<file path="src/rtl/dab_pattern_monitor_if.sv">
// rtl/dab_pattern_monitor_if.sv - signal bundle for the dual-active-bridge gate-pattern monitor
//
// Purpose: groups the gate inputs, fault clear and measurement outputs of
// dab_pattern_monitor so that the design and its driver share one port.
// Signals:
//   Sp, Ss      [3:0]  primary / secondary gates ([0]=A-high [1]=A-low [2]=B-high [3]=B-low)
//   fault_clr          synchronous clear of the latched shoot-through fault
//   period_cnt         measured primary period in clocks
//   tau1_cnt           primary +1 width in clocks
//   tau2_cnt           secondary +1 width in clocks
//   phi_cnt            signed secondary-minus-primary start offset
//   meas_valid         one-cycle pulse on every output update
//   locked             valid measurement present and switching alive
//   fault              sticky shoot-through flag
// Modports: master drives gates/fault_clr, slave is the monitor.
interface dab_pattern_monitor_if #(
  parameter int CNT_W = 19
);
  logic [3:0]       Sp;
  logic [3:0]       Ss;
  logic             fault_clr;
  logic [CNT_W-1:0] period_cnt;
  logic [CNT_W-1:0] tau1_cnt;
  logic [CNT_W-1:0] tau2_cnt;
  logic [CNT_W-1:0] phi_cnt;
  logic             meas_valid;
  logic             locked;
  logic             fault;

  modport master (
    output Sp, Ss, fault_clr,
    input  period_cnt, tau1_cnt, tau2_cnt, phi_cnt, meas_valid, locked, fault
  );

  modport slave (
    input  Sp, Ss, fault_clr,
    output period_cnt, tau1_cnt, tau2_cnt, phi_cnt, meas_valid, locked, fault
  );
endinterface

</file>
<file path="src/rtl/dab_pattern_monitor.sv">
// rtl/dab_pattern_monitor.sv - gate-pattern decoder measuring period, widths and phase of a DAB modulator
//
// Purpose: synchronizes the primary and secondary gate vectors, decodes each
// bridge's +1 level, measures period / +1 widths / inter-bridge phase in clock
// counts, and flags shoot-through and loss of switching.
// Ports:
//   clk   system clock
//   rst   asynchronous active-high reset
//   bus   dab_pattern_monitor_if.slave (Sp, Ss, fault_clr in; measurement outputs out)
// Parameters:
//   CNT_W    width of every count register and output
//   TIMEOUT  cycles without a primary start before lock is dropped
module dab_pattern_monitor #(
  parameter int CNT_W   = 19,
  parameter int TIMEOUT = 500000
) (
  input logic                  clk,
  input logic                  rst,
  dab_pattern_monitor_if.slave bus
);

  localparam logic [CNT_W-1:0] CNT_MAX   = {CNT_W{1'b1}};
  localparam logic [CNT_W-1:0] CNT_ZERO  = {CNT_W{1'b0}};
  localparam logic [CNT_W-1:0] CNT_ONE   = {{(CNT_W-1){1'b0}}, 1'b1};
  localparam logic [CNT_W-1:0] TIMEOUT_C = CNT_W'(TIMEOUT);
  localparam logic [3:0]       GATE_POS  = 4'b1001;

  typedef enum logic [1:0] {
    S_IDLE,
    S_MEAS,
    S_FAULT
  } state_t;

  function automatic logic [CNT_W-1:0] sat_inc(input logic [CNT_W-1:0] v);
    return (v == CNT_MAX) ? v : v + CNT_ONE;
  endfunction

  // Two synchronizer flops plus one edge-detect stage per gate vector; both
  // bridges see the same latency so relative timing is preserved.
  logic [3:0] sp_s1_q, sp_s2_q, sp_s3_q;
  logic [3:0] ss_s1_q, ss_s2_q, ss_s3_q;

  logic             p_pos_q, p_pos_d, s_pos_q, s_pos_d;
  logic [CNT_W-1:0] pcnt_q, pcnt_d;
  logic [CNT_W-1:0] period_q, period_d;
  logic [CNT_W-1:0] w1_q, w1_d, w2_q, w2_d;
  logic [CNT_W-1:0] tau1_q, tau1_d, tau2_q, tau2_d;
  logic [CNT_W-1:0] delay_q, delay_d;
  logic             tau1_f_q, tau1_f_d, tau2_f_q, tau2_f_d, ph_f_q, ph_f_d;
  state_t           state_q, state_d;

  logic [CNT_W-1:0] period_cnt_q, period_cnt_d;
  logic [CNT_W-1:0] tau1_cnt_q, tau1_cnt_d;
  logic [CNT_W-1:0] tau2_cnt_q, tau2_cnt_d;
  logic [CNT_W-1:0] phi_cnt_q, phi_cnt_d;
  logic             meas_valid_q, meas_valid_d;
  logic             locked_q, locked_d;
  logic             fault_q, fault_d;

  logic             p_start, p_end, s_start, s_end, shoot, timeout;
  logic [CNT_W-1:0] pcnt_inc;

  always_comb begin
    // Only the +1 level matters for measurement; -1 and every other pattern
    // (deadtime, freewheeling) are treated alike as "not +1".
    p_pos_d  = (sp_s3_q == GATE_POS);
    s_pos_d  = (ss_s3_q == GATE_POS);
    p_start  = p_pos_d & ~p_pos_q;
    p_end    = ~p_pos_d & p_pos_q;
    s_start  = s_pos_d & ~s_pos_q;
    s_end    = ~s_pos_d & s_pos_q;
    shoot    = (sp_s3_q[0] & sp_s3_q[1]) | (sp_s3_q[2] & sp_s3_q[3]) |
               (ss_s3_q[0] & ss_s3_q[1]) | (ss_s3_q[2] & ss_s3_q[3]);
    pcnt_inc = sat_inc(pcnt_q);
    timeout  = (pcnt_q >= TIMEOUT_C);

    pcnt_d   = p_start ? CNT_ZERO : pcnt_inc;
    period_d = p_start ? pcnt_inc : period_q;

    // Start cycle is itself a +1 cycle, so a fresh count begins at one.
    w1_d = p_start ? CNT_ONE : (p_pos_d ? sat_inc(w1_q) : w1_q);
    w2_d = s_start ? CNT_ONE : (s_pos_d ? sat_inc(w2_q) : w2_q);
    tau1_d = p_end ? w1_q : tau1_q;
    tau2_d = s_end ? w2_q : tau2_q;

    delay_d = delay_q;
    if (s_start) delay_d = p_start ? CNT_ZERO : pcnt_inc;

    // Flags clear on each primary start, but an event in that same cycle
    // belongs to the period that is just beginning, so set wins over clear.
    tau1_f_d = (tau1_f_q & ~p_start) | p_end;
    tau2_f_d = (tau2_f_q & ~p_start) | s_end;
    ph_f_d   = (ph_f_q   & ~p_start) | s_start;

    state_d      = state_q;
    period_cnt_d = period_cnt_q;
    tau1_cnt_d   = tau1_cnt_q;
    tau2_cnt_d   = tau2_cnt_q;
    phi_cnt_d    = phi_cnt_q;
    meas_valid_d = 1'b0;
    locked_d     = locked_q;
    fault_d      = fault_q;

    if (shoot) begin
      state_d  = S_FAULT;
      fault_d  = 1'b1;
      locked_d = 1'b0;
    end else begin
      case (state_q)
        S_IDLE: begin
          if (!timeout && p_start) state_d = S_MEAS;
        end
        S_MEAS: begin
          if (timeout) begin
            state_d  = S_IDLE;
            locked_d = 1'b0;
          end else if (p_start && tau1_f_q && tau2_f_q && ph_f_q) begin
            period_cnt_d = pcnt_inc;
            tau1_cnt_d   = tau1_q;
            tau2_cnt_d   = tau2_q;
            // Wrap into -period/2..+period/2; the CNT_W-bit difference is the
            // truncated result of the wider subtraction.
            if ({delay_q, 1'b0} <= {1'b0, pcnt_inc}) phi_cnt_d = delay_q;
            else                                     phi_cnt_d = delay_q - pcnt_inc;
            meas_valid_d = 1'b1;
            locked_d     = 1'b1;
          end
        end
        S_FAULT: begin
          if (bus.fault_clr) begin
            state_d = S_IDLE;
            fault_d = 1'b0;
          end
        end
        default: state_d = S_IDLE;
      endcase
    end
  end

  always_ff @(posedge clk or posedge rst) begin
    if (rst) begin
      sp_s1_q      <= 4'b0000;
      sp_s2_q      <= 4'b0000;
      sp_s3_q      <= 4'b0000;
      ss_s1_q      <= 4'b0000;
      ss_s2_q      <= 4'b0000;
      ss_s3_q      <= 4'b0000;
      p_pos_q      <= 1'b0;
      s_pos_q      <= 1'b0;
      pcnt_q       <= CNT_ZERO;
      period_q     <= CNT_ZERO;
      w1_q         <= CNT_ZERO;
      w2_q         <= CNT_ZERO;
      tau1_q       <= CNT_ZERO;
      tau2_q       <= CNT_ZERO;
      delay_q      <= CNT_ZERO;
      tau1_f_q     <= 1'b0;
      tau2_f_q     <= 1'b0;
      ph_f_q       <= 1'b0;
      state_q      <= S_IDLE;
      period_cnt_q <= CNT_ZERO;
      tau1_cnt_q   <= CNT_ZERO;
      tau2_cnt_q   <= CNT_ZERO;
      phi_cnt_q    <= CNT_ZERO;
      meas_valid_q <= 1'b0;
      locked_q     <= 1'b0;
      fault_q      <= 1'b0;
    end else begin
      sp_s1_q      <= bus.Sp;
      sp_s2_q      <= sp_s1_q;
      sp_s3_q      <= sp_s2_q;
      ss_s1_q      <= bus.Ss;
      ss_s2_q      <= ss_s1_q;
      ss_s3_q      <= ss_s2_q;
      p_pos_q      <= p_pos_d;
      s_pos_q      <= s_pos_d;
      pcnt_q       <= pcnt_d;
      period_q     <= period_d;
      w1_q         <= w1_d;
      w2_q         <= w2_d;
      tau1_q       <= tau1_d;
      tau2_q       <= tau2_d;
      delay_q      <= delay_d;
      tau1_f_q     <= tau1_f_d;
      tau2_f_q     <= tau2_f_d;
      ph_f_q       <= ph_f_d;
      state_q      <= state_d;
      period_cnt_q <= period_cnt_d;
      tau1_cnt_q   <= tau1_cnt_d;
      tau2_cnt_q   <= tau2_cnt_d;
      phi_cnt_q    <= phi_cnt_d;
      meas_valid_q <= meas_valid_d;
      locked_q     <= locked_d;
      fault_q      <= fault_d;
    end
  end

  assign bus.period_cnt = period_cnt_q;
  assign bus.tau1_cnt   = tau1_cnt_q;
  assign bus.tau2_cnt   = tau2_cnt_q;
  assign bus.phi_cnt    = phi_cnt_q;
  assign bus.meas_valid = meas_valid_q;
  assign bus.locked     = locked_q;
  assign bus.fault      = fault_q;

endmodule
</file>
<file path="src/flat_wrapper.sv">
// flat-port wrapper written by rule: the top's interface ports become plain ports
module dab_pattern_monitor_flat 
#(
  parameter int CNT_W   = 19,
  parameter int TIMEOUT = 500000
)
  (clk, rst, bus_Sp, bus_Ss, bus_fault_clr, bus_period_cnt, bus_tau1_cnt, bus_tau2_cnt, bus_phi_cnt, bus_meas_valid, bus_locked, bus_fault);
  dab_pattern_monitor_if #(.CNT_W(CNT_W)) bus_i ();
  input logic clk;
  input logic rst;
  input wire logic [$bits(bus_i.Sp)-1:0] bus_Sp;
  input wire logic [$bits(bus_i.Ss)-1:0] bus_Ss;
  input wire logic [$bits(bus_i.fault_clr)-1:0] bus_fault_clr;
  output wire logic [$bits(bus_i.period_cnt)-1:0] bus_period_cnt;
  output wire logic [$bits(bus_i.tau1_cnt)-1:0] bus_tau1_cnt;
  output wire logic [$bits(bus_i.tau2_cnt)-1:0] bus_tau2_cnt;
  output wire logic [$bits(bus_i.phi_cnt)-1:0] bus_phi_cnt;
  output wire logic [$bits(bus_i.meas_valid)-1:0] bus_meas_valid;
  output wire logic [$bits(bus_i.locked)-1:0] bus_locked;
  output wire logic [$bits(bus_i.fault)-1:0] bus_fault;
  assign bus_i.Sp = bus_Sp;
  assign bus_i.Ss = bus_Ss;
  assign bus_i.fault_clr = bus_fault_clr;
  assign bus_period_cnt = bus_i.period_cnt;
  assign bus_tau1_cnt = bus_i.tau1_cnt;
  assign bus_tau2_cnt = bus_i.tau2_cnt;
  assign bus_phi_cnt = bus_i.phi_cnt;
  assign bus_meas_valid = bus_i.meas_valid;
  assign bus_locked = bus_i.locked;
  assign bus_fault = bus_i.fault;
  dab_pattern_monitor #(.CNT_W(CNT_W), .TIMEOUT(TIMEOUT)) u_core (.clk(clk), .rst(rst), .bus(bus_i));
endmodule
</file>
<file path="config.mk">
export PLATFORM = sky130hd
export DESIGN_NAME = dab_pattern_monitor_flat
export DESIGN_NICKNAME = d
export VERILOG_FILES = /design/src/rtl/dab_pattern_monitor_if.sv /design/src/rtl/dab_pattern_monitor.sv /design/src/flat_wrapper.sv
export SDC_FILE = /design/constraint.sdc
export NUM_CORES = 1
export LEC_CHECK = 0
export ABC_AREA = 1
export BUFFER_PORTS_ARGS = -buffer_cell sky130_fd_sc_hd__clkbuf_2
export CORE_AREA = 4 4 135 137
export DETAILED_ROUTE_END_ITERATION = 12
export DIE_AREA = 0 0 139 141
export PLACE_DENSITY = 0.85
export SETUP_SLACK_MARGIN = 0.2
export SLEW_MARGIN = 20
export SYNTH_ARGS = -nofsm -noshare
export SYNTH_HDL_FRONTEND = slang
export SYNTH_SLANG_ARGS = --single-unit
</file>
<file path="constraint.sdc">
create_clock -name clk -period 19.49 [get_ports clk]
set_input_delay 1.949 -clock clk [delete_from_list [all_inputs] [get_ports clk]]
set_output_delay 1.949 -clock clk [all_outputs]
set_load 0.02 [all_outputs]
</file>
======== After elaboration in Yosys (flattened, before gate mapping) ========
Index checks and enable logic that the tools add are counted.
operators by class
  reductions and logical operators ........ 18
  multiplexer cells ....................... 25
  magnitude comparators ................... 2
  bitwise operators ....................... 24
  eq/ne operators ......................... 12
  add/subtract/negate cells ............... 4
operators by type and width
  cell                     count
  $mux W19                 9
  $add A19 B1 Y19 const B  3
  $eq A19 B19 Y1 const B   3
  $le A20 B19 Y1           1
  $ge A19 B19 Y1 const B   1
  $sub A19 B19 Y19         1
  $and A1 B1 Y1            11
  $mux W1                  11
  $reduce_bool A2 Y1       5
  $eq A4 B4 Y1 const B     2
  $mux W2                  4
  $reduce_and A2 Y1        4
  $not A1 Y1               7
  $ne A3 B1 Y1 const B     2
  $or A1 B1 Y1             6
  $pmux W2 S3              1
  $logic_and A1 B1 Y1      4
  $ne A2 B1 Y1 const B     2
  $reduce_and A4 Y1        1
  $ne A3 B2 Y1 const B     1
  $reduce_and A3 Y1        1
  $reduce_bool A3 Y1       1
  $eq A2 B1 Y1 const B     1
  $eq A2 B2 Y1 const B     1
  other kinds (2)          2
storage, ports and cells
  register bits ........................... 224
  input bits .............................. 11

======== Logic depth before layout (Yosys ltp) ========
Gate-level depths: netlist of run 1.
  depth after elaboration ................. 9
  depth in mapped cells ................... 27
  depth with buffers taken out ............ 24

======== Least setup slack after synthesis of run 1 ========
Ideal clock, no wire load.
  kind .................................... register -> register
  start point ............................. reg u_core.pcnt_q[1]
  end point ............................... reg u_core.phi_cnt_q[2], in the netlist u_core.bus.phi_cnt[2]
  period minus slack after synthesis ...... 3.573 ns
  data required time ...................... 19.373 ns
  slack ................................... 15.917 ns
  cell stages (with the launch flop) ...... 25
  data arrival time ....................... 3.456 ns
  cell sequence ........................... dfrtp_1 ha_1 nand3_1 nor2_1 nand3_2 buf_6 buf_6 inv_1 nor3b_1 nand4_1 nor2_1 xor2_1 ha_1 a21oi_1 o21ai_0 nand3_1 nand2_1 a211o_1 a21oi_4 nand2_2 nand2_4 buf_6 nand2_1 nand3_1 nand2_1
between the ends
  longest elaborated chain between the ends .. 4
  elaborated cells on any way between the ends .. 9
  classes of those cells .................. add/sub (2); order compare (2); eq/ne (1); mux (2); bitwise (1); reduce/logical (1)
RTL lines
  what                                                       RTL line                                                source
  start, declared                                            dab_pattern_monitor.sv:44                               logic [CNT_W-1:0] pcnt_q, pcnt_d;
  start signal, assigned                                     dab_pattern_monitor.sv:177                              pcnt_q <= pcnt_d;
  $add A19 B1 Y19 / $eq A19 B19 Y1 (equally long branches)   dab_pattern_monitor.sv:35                               return (v == CNT_MAX) ? v : v + CNT_ONE;
  $mux W19                                                   dab_pattern_monitor.sv:35
  $sub A19 B19 Y19 / $le A20 B19 Y1 (equally long branches)  dab_pattern_monitor.sv:124, dab_pattern_monitor.sv:123
  $mux W19                                                   dab_pattern_monitor.sv:123                              if ({delay_q, 1'b0} <= {1'b0, pcnt_inc}) phi_cnt_d = delay_q;
  end signal, assigned                                       dab_pattern_monitor.sv:191                              phi_cnt_q <= phi_cnt_d;
  end, declared                                              dab_pattern_monitor.sv:55                               logic [CNT_W-1:0] phi_cnt_q, phi_cnt_d;
Parallel ways exist; a longest one is shown, timed or not.
A chain may end at the register's enable or synchronous reset.

======== Final worst setup path of run 1 ========
  start point ............................. reg u_core.pcnt_q[0]
  end point ............................... reg u_core.phi_cnt_q[10], in the netlist u_core.bus.phi_cnt[10]
The elaborated chain is that of the path after synthesis.

==> results of run 1 <==
layer usage:
metal	vias up	part of all wire [%]	wire length, um	track usage (%)
met5	-	0	0	0
met4	0	3.4	925	10.4
met3	73	5.3	1450	4.10
met2	288	50	13700	49.4
met1	4484	41	11100	34.6
li1	4556	-	-	-
cell usage after synthesis, types with 16 or more instances:
| master | n | area, sq um |
|---|---|---|
| nand2_1 | 472 | 1770 |
| o21ai_0 | 115 | 576 |
| xor2_1 | 16 | 140 |
| a21oi_1 | 41 | 205 |
| ha_1 | 25 | 313 |
| nor2_1 | 83 | 312 |
| clkbuf_1 | 25 | 93.8 |
| nand3_1 | 83 | 415 |
| nand4_1 | 22 | 138 |
| inv_1 | 153 | 574 |
| dfrtp_1 | 224 | 5610 |
| nor3_1 | 25 | 125 |
kinds of logic after synthesis:
group	count (synthesis)	synth area share, %
simple gates	727	28.1
buf+inv	198	7.17
compound gates	180	8.93
mux	2	0.205
fa+ha+maj	25	2.85
xor+xnor	20	1.66
flops	224	51.1
per-stage QoR:
step / area, sq um / power, W / std cells
after global routing: 12300 / 0.00149 / 1693
after CTS: 12300 / 0.00140 / 1693
after floorplan: 11000 / 0.000868 / 1376
final: 12300 / 0.00140 / 1693
after global placement: 11600 / 0.000946 / 1653
after detailed placement: 11600 / 0.000956 / 1653
worst max-delay path: cells and delay by family (launching register included):
family / cells / cell delay [ns]
buffers and inverters: 1 / 0.17
flip-flops: 1 / 0.48
adder cells (fa/ha/maj): 2 / 0.56
AND/OR/NAND/NOR: 15 / 2.50
XOR/XNOR: 1 / 0.36
AO/OA/AOI/OAI: 2 / 0.51
worst max-delay path by stage:
stage | from | end | slack [ns]
4_1_cts | u_core.pcnt_q[0]$_DFF_PP0_ | u_core.bus.phi_cnt[10]$_DFFE_PP0P_ | 14.79
6_report | u_core.pcnt_q[0]$_DFF_PP0_ | u_core.bus.phi_cnt[10]$_DFFE_PP0P_ | 14.76
5_1_grt | u_core.pcnt_q[0]$_DFF_PP0_ | u_core.bus.phi_cnt[14]$_DFFE_PP0P_ | 14.32
3_5_place_dp | u_core.pcnt_q[0]$_DFF_PP0_ | u_core.bus.phi_cnt[15]$_DFFE_PP0P_ | 14.89
3_3_place_gp | u_core.pcnt_q[0]$_DFF_PP0_ | u_core.bus.phi_cnt[17]$_DFFE_PP0P_ | 15.08
2_1_floorplan | rst | u_core.bus.fault$_DFFE_PP0P_ | 11.41
area by class of cell:
class | count | area (sq um) | share of cell area [%]
Inverter | 158 | 606 | 4.92
Multi-Input combinational cell | 954 | 4600 | 37.3
Clock inverter | 13 | 141 | 1.15
Clock buffer | 27 | 621 | 5.04
Tap cell | 225 | 282 | 2.29
Timing Repair Buffer | 92 | 468 | 3.80
Sequential cell | 224 | 5610 | 45.5
flip-flops by register name, summed over array words and instances (netlist names), 19 cells and up:
register / cells
u_core.bus.period_cnt: 19
u_core.w2_q: 19
u_core.tau1_q: 19
u_core.bus.phi_cnt: 19
u_core.pcnt_q: 19
u_core.bus.tau2_cnt: 19
u_core.w1_q: 19
u_core.delay_q: 19
u_core.tau2_q: 19
u_core.bus.tau1_cnt: 19
power groups by stage:
stage	combinational (W)	sequential (W)	clock [W]
final	0.000455	0.000502	0.000443
after global routing	0.000522	0.000504	0.000468
after CTS	0.000449	0.000502	0.000447
after detailed placement	0.000447	0.000509	0
after global placement	0.000437	0.000509	0
after floorplan	0.000363	0.000505	0
==> out/results.ini, run 1 <==
[status]
status = finished clean

[placed_design]
place_hpwl_um = 18900
port-buffer-count = 89
gp_congestion = 0.962
pre_cts_ws_ns = 14.89

[timing]
finalSetupViolCount = 0
worstMarginPinSlew_ns = 1.12
hold_ws_ns = 0.349
tns_ns = 0
relSlewSlack_pct = 24.8
finalCritPeriodShare_pct = 24.3
clock_skew_ns = 0.0205
fmax_ghz = 0.211
setup_ws_ns = 14.76
rsz0062_at_grt = no
slew_violations = 0
hold_viol = 0
fin_crit_ns = 4.73

[route]
finalWirelength_um = 27200
dr.pass1.iters = 6
avgViaCountPerCell = 5.55
drcViolationCount = 0
ant_nets = 0
first_iter_violations = 687
num_vias = 9401
wl_per_cell_um = 16.0

[synthesis]
yosys.cell_types.count = 46
netlist_area_sq_um = 11000
synth_nets = 1412
async_reset_ff_share_pct = 100
synth_seq_area_share_pct = 51.1
synth-seq-cells = 224
synth_ff_type = dfrtp_1
synth_edf_count = 0
yosysWarnings = 0
netlist_instances = 1376
avgSynthCellArea_sq_um = 7.98

[die]
ios = 90
initial_core_util_pct = 64.4
die_h_um = 141
rows = 48
die-area_sq_um = 19600
die_w_um = 139
core_area_sq_um = 17100

[setup_path]
end_kind = flop
crit_path_start_kind = flop
slowest_delay_ns = 0.51
crit_type = flop to flop
r2r_cells = 21
critPathSlowestCell = nand3_2
cp_cell_sequence = ha_1 -> nand3_1 -> nor2_1 -> nand3_2 -> inv_1 -> nor3b_1 -> nand4_1 -> nor2_1 -> xor2_1 -> ha_1 -> nand2_1 -> nor3_1 -> nand3_1 -> nor2_1 -> nand2_1 -> nor2_2 -> a21oi_4 -> a21oi_4 -> nand2_1 -> nand3_1 -> nand2_1
r2r_slack_ns = 14.76
r2r_start = u_core.pcnt_q[0]$_DFF_PP0_
crit_fanout = 29
required_ns = 19.88
rr_endpoint = u_core.bus.phi_cnt[10]$_DFFE_PP0P_
crit_top_cell = nand2_1
arrival_ns = 5.12

[min_path]
hold_depth = 0
hold_path_class = flop to flop
min_from = u_core.ss_s2_q[2]$_DFF_PP0_
hold_end = u_core.ss_s3_q[2]$_DFF_PP0_

[power]
p_sw_share_pct = 37.5
powerDensity_nw_per_um2 = 114
irDropWorstVdd_mv = 0.0915
switchingPower_w = 0.000525
power.static_leakage_nw = 6.54
combPwrFrac_pct = 32.5
intPower_w = 0.000875
p_seq_share_pct = 35.9
power.share.clock_pct = 31.6

[grt]
grt_pass1_vias = 9231
antenna_found_initial = 0
grt_max_degree = 156
grt_usage_pct = 27.8
grt_pass1_wl_um = 44800
grt_overflow = 0

[clock_tree]
postCtsHoldBufs = 0
cts_resized = 0
cts_tree = done
cts_buffers = 23
htree_levels = 1
clk_path_buf_depth = 3
clock_sinks = 224
root_buffer = clkbuf_16
path_clk_slew_ns = 0.07
clk_latency_ns = 0.52
post_cts.repair.setup_buffers = 0

[final_layout]
area_delta_synth_final_pct = 12.2
fillers = 1308
drive_gt1_share_pct = 11.6
final_util_pct = 72.2
mostFrequentLayoutCell = nand2_1
n_antenna_cell = 0
final_cell_mix = nand2_1 (472), dfrtp_1 (224), inv_1 (152), o21ai_0 (115), clkbuf_2 (89)
nets = 1489

[flow_run]
max_cap_violations = 0

Note: power is estimated with default switching activity, not from simulation.
==> run 2: changes to the inputs <==
ABC_AREA = 0   (was 1)
CORE_AREA = 4 4 146 148   (was 4 4 135 137)
DIE_AREA = 0 0 150 152   (was 0 0 139 141)
PLACE_DENSITY = 0.75   (was 0.85)
clock period = 4.1 ns   (was 19.49 ns; I/O delays follow)
==> out/results.ini, run 2 <==
[power]
power.static_leakage_nw = 6.53
powerDensity_nw_per_um2 = 558
irDropWorstVdd_mv = 0.341

[die]
core_area_sq_um = 20000
die-area_sq_um = 22800
ios = 90
rows = 52
die_h_um = 152
initial_core_util_pct = 53.3
die_w_um = 150

[synthesis]
yosysWarnings = 0
synth_ff_type = dfrtp_1
synth_seq_area_share_pct = 52.5
synth_edf_count = 0
synth_top_family_by_area = simple AND/OR/NAND/NOR gates
netlist_area_sq_um = 10700
avgSynthCellArea_sq_um = 9.93
synth-seq-cells = 224
muxShareOfSynthArea_pct = 4.77
synth_common_cells = nand2_1 (230), dfrtp_1 (224), nor2_1 (94)
synth_compound_area_share_pct = 11.1
synth_top_area_cell = dfrtp_1
synthTopCellsByArea = dfrtp_1 (53%), nand2_1 (8.1%), mux2_2 (3.9%)
yosys.area_share.adder_pct = 3.41
synth_xor_area_share_pct = 6.25
synth_top_area_share_pct = 52.5
async_reset_ff_share_pct = 100
synth_nets = 1111
synthSimpleGateAreaFrac_pct = 19.4
synth.most_common_cell = nand2_1
yosys.cell_types.count = 72
netlist_instances = 1075

[clock_tree]
root_buffer = clkbuf_16
cts_tree = done
cts_buffers = 24
clk_path_buf_depth = 3
clock_sinks = 224
htree_levels = 1
path_clk_slew_ns = 0.07
clk_latency_ns = 0.51

[placed_design]
place_hpwl_um = 16300
pre_cts_ws_ns = 0.0433
gp_congestion = 0.905
port-buffer-count = 89

[final_layout]
drive_gt1_share_pct = 24.6
nets = 1241
n_antenna_cell = 0
final_cell_mix = nand2_1 (225), dfrtp_1 (215), clkbuf_2 (89), nor2_1 (85), buf_4 (50)
area_delta_synth_final_pct = 21.8
mostFrequentLayoutCell = nand2_1

[timing]
finalCritPeriodShare_pct = 94.0
clock_skew_ns = 0.0141
worstMarginPinSlew_ns = 1.02
finalSetupViolCount = 0
fin_crit_ns = 3.85
tns_ns = 0
fmax_ghz = 0.259
hold_viol = 0
setup_ws_ns = 0.246
rsz0062_at_grt = yes
slew_violations = 0
relSlewSlack_pct = 32.2

[setup_path]
crit_path_start_kind = flop
crit_type = flop to flop
required_ns = 4.52
end_kind = flop
crit_fanout = 5
arrival_ns = 4.28

[route]
ant_nets = 0
num_vias = 8339
wl_per_cell_um = 17.2
finalWirelength_um = 25600
avgViaCountPerCell = 5.59
first_iter_violations = 509
dr.pass1.iters = 5
drcViolationCount = 0

[grt]
grt_pass1_wl_um = 41400
antenna_found_initial = 0
grt_pass1_vias = 8202
grt_overflow = 0
grt_max_degree = 180
grt_usage_pct = 21.9

[flow_run]
max_cap_violations = 0

[min_path]
hold_path_class = input port to asynchronous set/reset pin

[status]
status = finished clean

run 2: cell count changes after synthesis, sizes merged, moves of 19 or more:
cell	delta
xor2	+19
mux2	+35
nand3	-47
nand2	-251
o21ai	-61
o31ai	+20
xnor2	+32
inv	-136
run 2: cell type report:
type / count / area (sq um)
clock buffers: 28 / 667
clock inverters: 15 / 229
fillers: 1594 / 7040
repair buffers: 154 / 1010
flip-flops and latches: 224 / 5620
well taps: 270 / 338
multi-input cells: 780 / 5050
inverters: 21 / 82.6
run 2: metal layers:
layer	vias to the layer above	global-route usage [%]	wire length [um]
met1	4096	28.0	10700
met2	226	37.8	12900
met4	0	6.58	737
met3	61	3.87	1320
met5	-	0	0
li1	3956	-	-
run 2: worst paths after layout:
path | start | endpoint | slack, ns | cells after the start
worst max-delay path | u_core.pcnt_q[0]$_DFF_PP0_ | u_core.bus.phi_cnt[18]$_DFFE_PP0P_ | 0.25 | 17
worst min-delay path | rst | u_core.bus.tau1_cnt[6]$_DFFE_PP0P_ | 0.07 | 3
worst max register to register | u_core.pcnt_q[0]$_DFF_PP0_ | u_core.bus.phi_cnt[18]$_DFFE_PP0P_ | 0.25 | 17
worst min register to register | u_core.ss_s1_q[1]$_DFF_PP0_ | u_core.ss_s2_q[1]$_DFF_PP0_ | 0.35 | 0
max in group asynchronous | rst | u_core.pcnt_q[7]$_DFF_PP0_ | 3.16 | 3
min in group clk | bus_fault_clr | u_core.state_q[1]$_DFFE_PP0P_ | 0.13 | 2
run 2: cell families after synthesis:
family                     count (synthesis)
xor gates and xnor gates                  73
buffers and inverters                     71
DFF                                      224
AOI/OAI and AO/OA                        179
and+or+nand+nor                          453
adders and majority gates                 30
muxes                                     45
run 2: worst max-delay path, stage by stage, from the launching register on:
cell      delay (ns)
dfrtp_1         0.42
ha_4            0.18
nand4_1         0.15
buf_4           0.19
nor2_4          0.15
buf_4           0.15
nand3_2         0.10
and2_4          0.18
xor2_1          0.14
ha_2            0.21
maj3_2          0.35
o221ai_2        0.21
nand3_2         0.14
o2111a_1        0.25
or3_4           0.39
a221oi_2        0.25
xnor2_1         0.11
o31ai_2         0.19
run 2: what timing repair did:
| item | CTS | global route |
|---|---|---|
| buffers inserted | 1 | 19 |
| resized for setup | 11 | 62 |
| cloned | 0 | 2 |
| endpoints found under the setup margin | 18 | 19 |
| hold endpoints to repair | 8 | 0 |
| pin swaps | 2 | 34 |
| hold buffers | 8 | 0 |
run 2: stage by stage:
stage | hold slack, ns | total power (W) | instances | area [sq um] | util (%)
finish | 0.0744 | 0.00726 | 1492 | 13000 | 64.9
global route | 0.125 | 0.00760 | 1492 | 13000 | 64.9
CTS | 0.0940 | 0.00691 | 1471 | 12600 | 62.8
detailed placement | 0.335 | 0.00444 | 1419 | 11600 | 57.7
global placement | 0.333 | 0.00442 | 1419 | 11600 | 57.7
floorplan | 0.331 | 0.00399 | 1075 | 10700 | -
run 2: power breakdown:
part | internal (W) | total, W | switching (W)
sequential | 0.00230 | 0.00245 | 0.000153
clock | 0.00154 | 0.00243 | 0.000890
combinational | 0.00114 | 0.00238 | 0.00124
total | 0.00498 | 0.00726 | 0.00228
==> run 3: changes to the inputs <==
CORE_AREA = 4 4 144 146   (was 4 4 146 148)
CTS_BUF_LIST = sky130_fd_sc_hd__clkbuf_4   (was not set)
DIE_AREA = 0 0 148 150   (was 0 0 150 152)
PLACE_DENSITY = 0.77   (was 0.75)
==> out/results.ini, run 3 (synthesis gave the netlist of run 2 again) <==
[setup_path]
slowest_delay_ns = 0.39
r2r_start = u_core.pcnt_q[0]$_DFF_PP0_
cp_cell_sequence = ha_2 -> nand4_1 -> buf_4 -> nor2_4 -> nand2_2 -> nand2_2 -> nor2_2 -> nand3_2 -> xor2_2 -> ha_1 -> a21o_1 -> a21o_1 -> a21oi_2 -> o21ai_2 -> a311oi_2 -> o2111ai_2 -> nand2_4 -> buf_12 -> a221oi_2 -> xnor2_1 -> o21ai_1
crit_type = flop to flop
setup.worst_path.start = u_core.pcnt_q[0]$_DFF_PP0_
end_kind = flop
arrival_ns = 4.47
required_ns = 4.63
critPathSlowestCell = dfrtp_1
crit_path_start_kind = flop
crit_fanout = 8
r2r_slack_ns = 0.16

[placed_design]
dpl.cell_count = 1417
port-buffer-count = 89
place_hpwl_um = 16800
gp_congestion = 0.905
place_area_sq_um = 11600

[grt]
grt_overflow = 0
antenna_found_initial = 1
grt_usage_pct = 22.9
grt_max_degree = 111
grt_pass1_vias = 8453
grt_pass1_wl_um = 41500

[clock_tree]
htree_levels = 2
clk_path_buf_depth = 3
path_clk_slew_ns = 0.07
cts_buffers = 57
cts_tree = done
clock_sinks = 224
clk_latency_ns = 0.71
root_buffer = clkbuf_4

[die]
initial_core_util_pct = 55.0
ios = 90
rows = 51
die-area_sq_um = 22200
die_h_um = 150
die_w_um = 148
core_area_sq_um = 19400

[route]
avgViaCountPerCell = 5.52
ant_nets = 0
drcViolationCount = 0
finalWirelength_um = 25600
dr.pass1.iters = 5
wl_per_cell_um = 16.6
first_iter_violations = 469
num_vias = 8524

[timing]
finalCritPeriodShare_pct = 96.2
hold_viol = 0
fin_crit_ns = 3.94
clock_skew_ns = 0.0390
relSlewSlack_pct = 34.2
worstMarginPinSlew_ns = 0.986
slew_violations = 0
tns_ns = 0
finalSetupViolCount = 0
fmax_ghz = 0.254
rsz0062_at_grt = yes

[final_layout]
mostFrequentLayoutCell = nand2_1
final_util_pct = 66.1
fillers = 1567
drive_gt1_share_pct = 26.9
final_cell_mix = nand2_1 (224), dfrtp_1 (215), clkbuf_2 (89), nor2_1 (86), clkbuf_4 (79)
area_delta_synth_final_pct = 20.1
instances_no_fill = 1544
nets = 1279
final_cell_area_sq_um = 12800

[power]
irDropWorstVdd_mv = 0.400
power.static_leakage_nw = 6.51
powerDensity_nw_per_um2 = 527

[flow_run]
max_cap_violations = 0

[min_path]
min_from = u_core.ss_s1_q[3]$_DFF_PP0_
hold_path_class = flop to flop

[status]
status = finished clean

-- run 3: changes by cell type in the layout (fill, tap and decap cells not counted), sizes merged --
cell / previous run / this run
clkbuf: 118 / 170
bufinv: 6 / 0
clkinv: 9 / 13
buf: 56 / 58
dlygate4sd3: 8 / 10
inv: 20 / 22
diode: 0 / 1
-- run 3: critical path, delay by kind of cell (launching register included) --
kind,cells,cell delay (ns)
adders and majority gates,2,0.49
and+or+nand+nor,7,0.90
DFF,1,0.39
buffers and inverters,2,0.35
AOI/OAI and AO/OA,8,1.27
xor gates and xnor gates,2,0.38
-- run 3: worst paths after layout --
check	depth (start not counted)	endpoint
max	21	u_core.bus.phi_cnt[2]$_DFFE_PP0P_
min	0	u_core.ss_s2_q[3]$_DFF_PP0_
max reg2reg	21	u_core.bus.phi_cnt[2]$_DFFE_PP0P_
min reg2reg	0	u_core.ss_s2_q[3]$_DFF_PP0_
max in group asynchronous	4	u_core.bus.period_cnt[5]$_DFFE_PP0P_
min in group asynchronous	4	u_core.bus.tau1_cnt[6]$_DFFE_PP0P_
-- run 3: power by group --
part           internal [W]  switching [W]
registers           0.00230       0.000147
logic               0.00125        0.00127
clock network      0.000890       0.000901
-- run 3: timing repair --
action / CTS / global route
gates cloned: 0 / 2
hold buffers: 10 / 0
resized for setup: 14 / 53
buffers inserted: 5 / 15
pin swaps: 1 / 33
endpoints found under the setup margin: 18 / 19
hold endpoints to repair: 233 / 0
-- run 3: per-layer routing --
| layer | part of all wire, % | GRT usage, % | vias up | routed length [um] |
|---|---|---|---|---|
| met3 | 5.6 | 5.63 | 63 | 1440 |
| met2 | 50 | 38.6 | 249 | 12800 |
| met1 | 41 | 28.5 | 4140 | 10600 |
| li1 | - | - | 4072 | - |
| met5 | 0 | 0 | - | 0 |
| met4 | 3.0 | 9.38 | 0 | 773 |
-- run 3: metrics by stage --
stage | total power, W | hold WS, ns | worst slack (ns)
after floorplan | 0.00399 | 0.331 | 0.238
final | 0.00676 | 0.343 | 0.156
after CTS | 0.00637 | 0.303 | 0.186
after global placement | 0.00444 | 0.332 | 0.209
after global routing | 0.00714 | 0.334 | -0.0485
after detailed placement | 0.00447 | 0.336 | 0.0681
-- run 3: area by class of cell --
class	instances	area, sq um	share of cell area (%)
sequential	224	5620	43.8
multi-input combinational	780	5050	39.4
timing repair buffer	159	1080	8.39
clock buffer	79	593	4.62
tap	265	332	2.59
inverter	21	82.6	0.644
clock inverter	15	75.1	0.585
antenna	1	2.50	0.0195
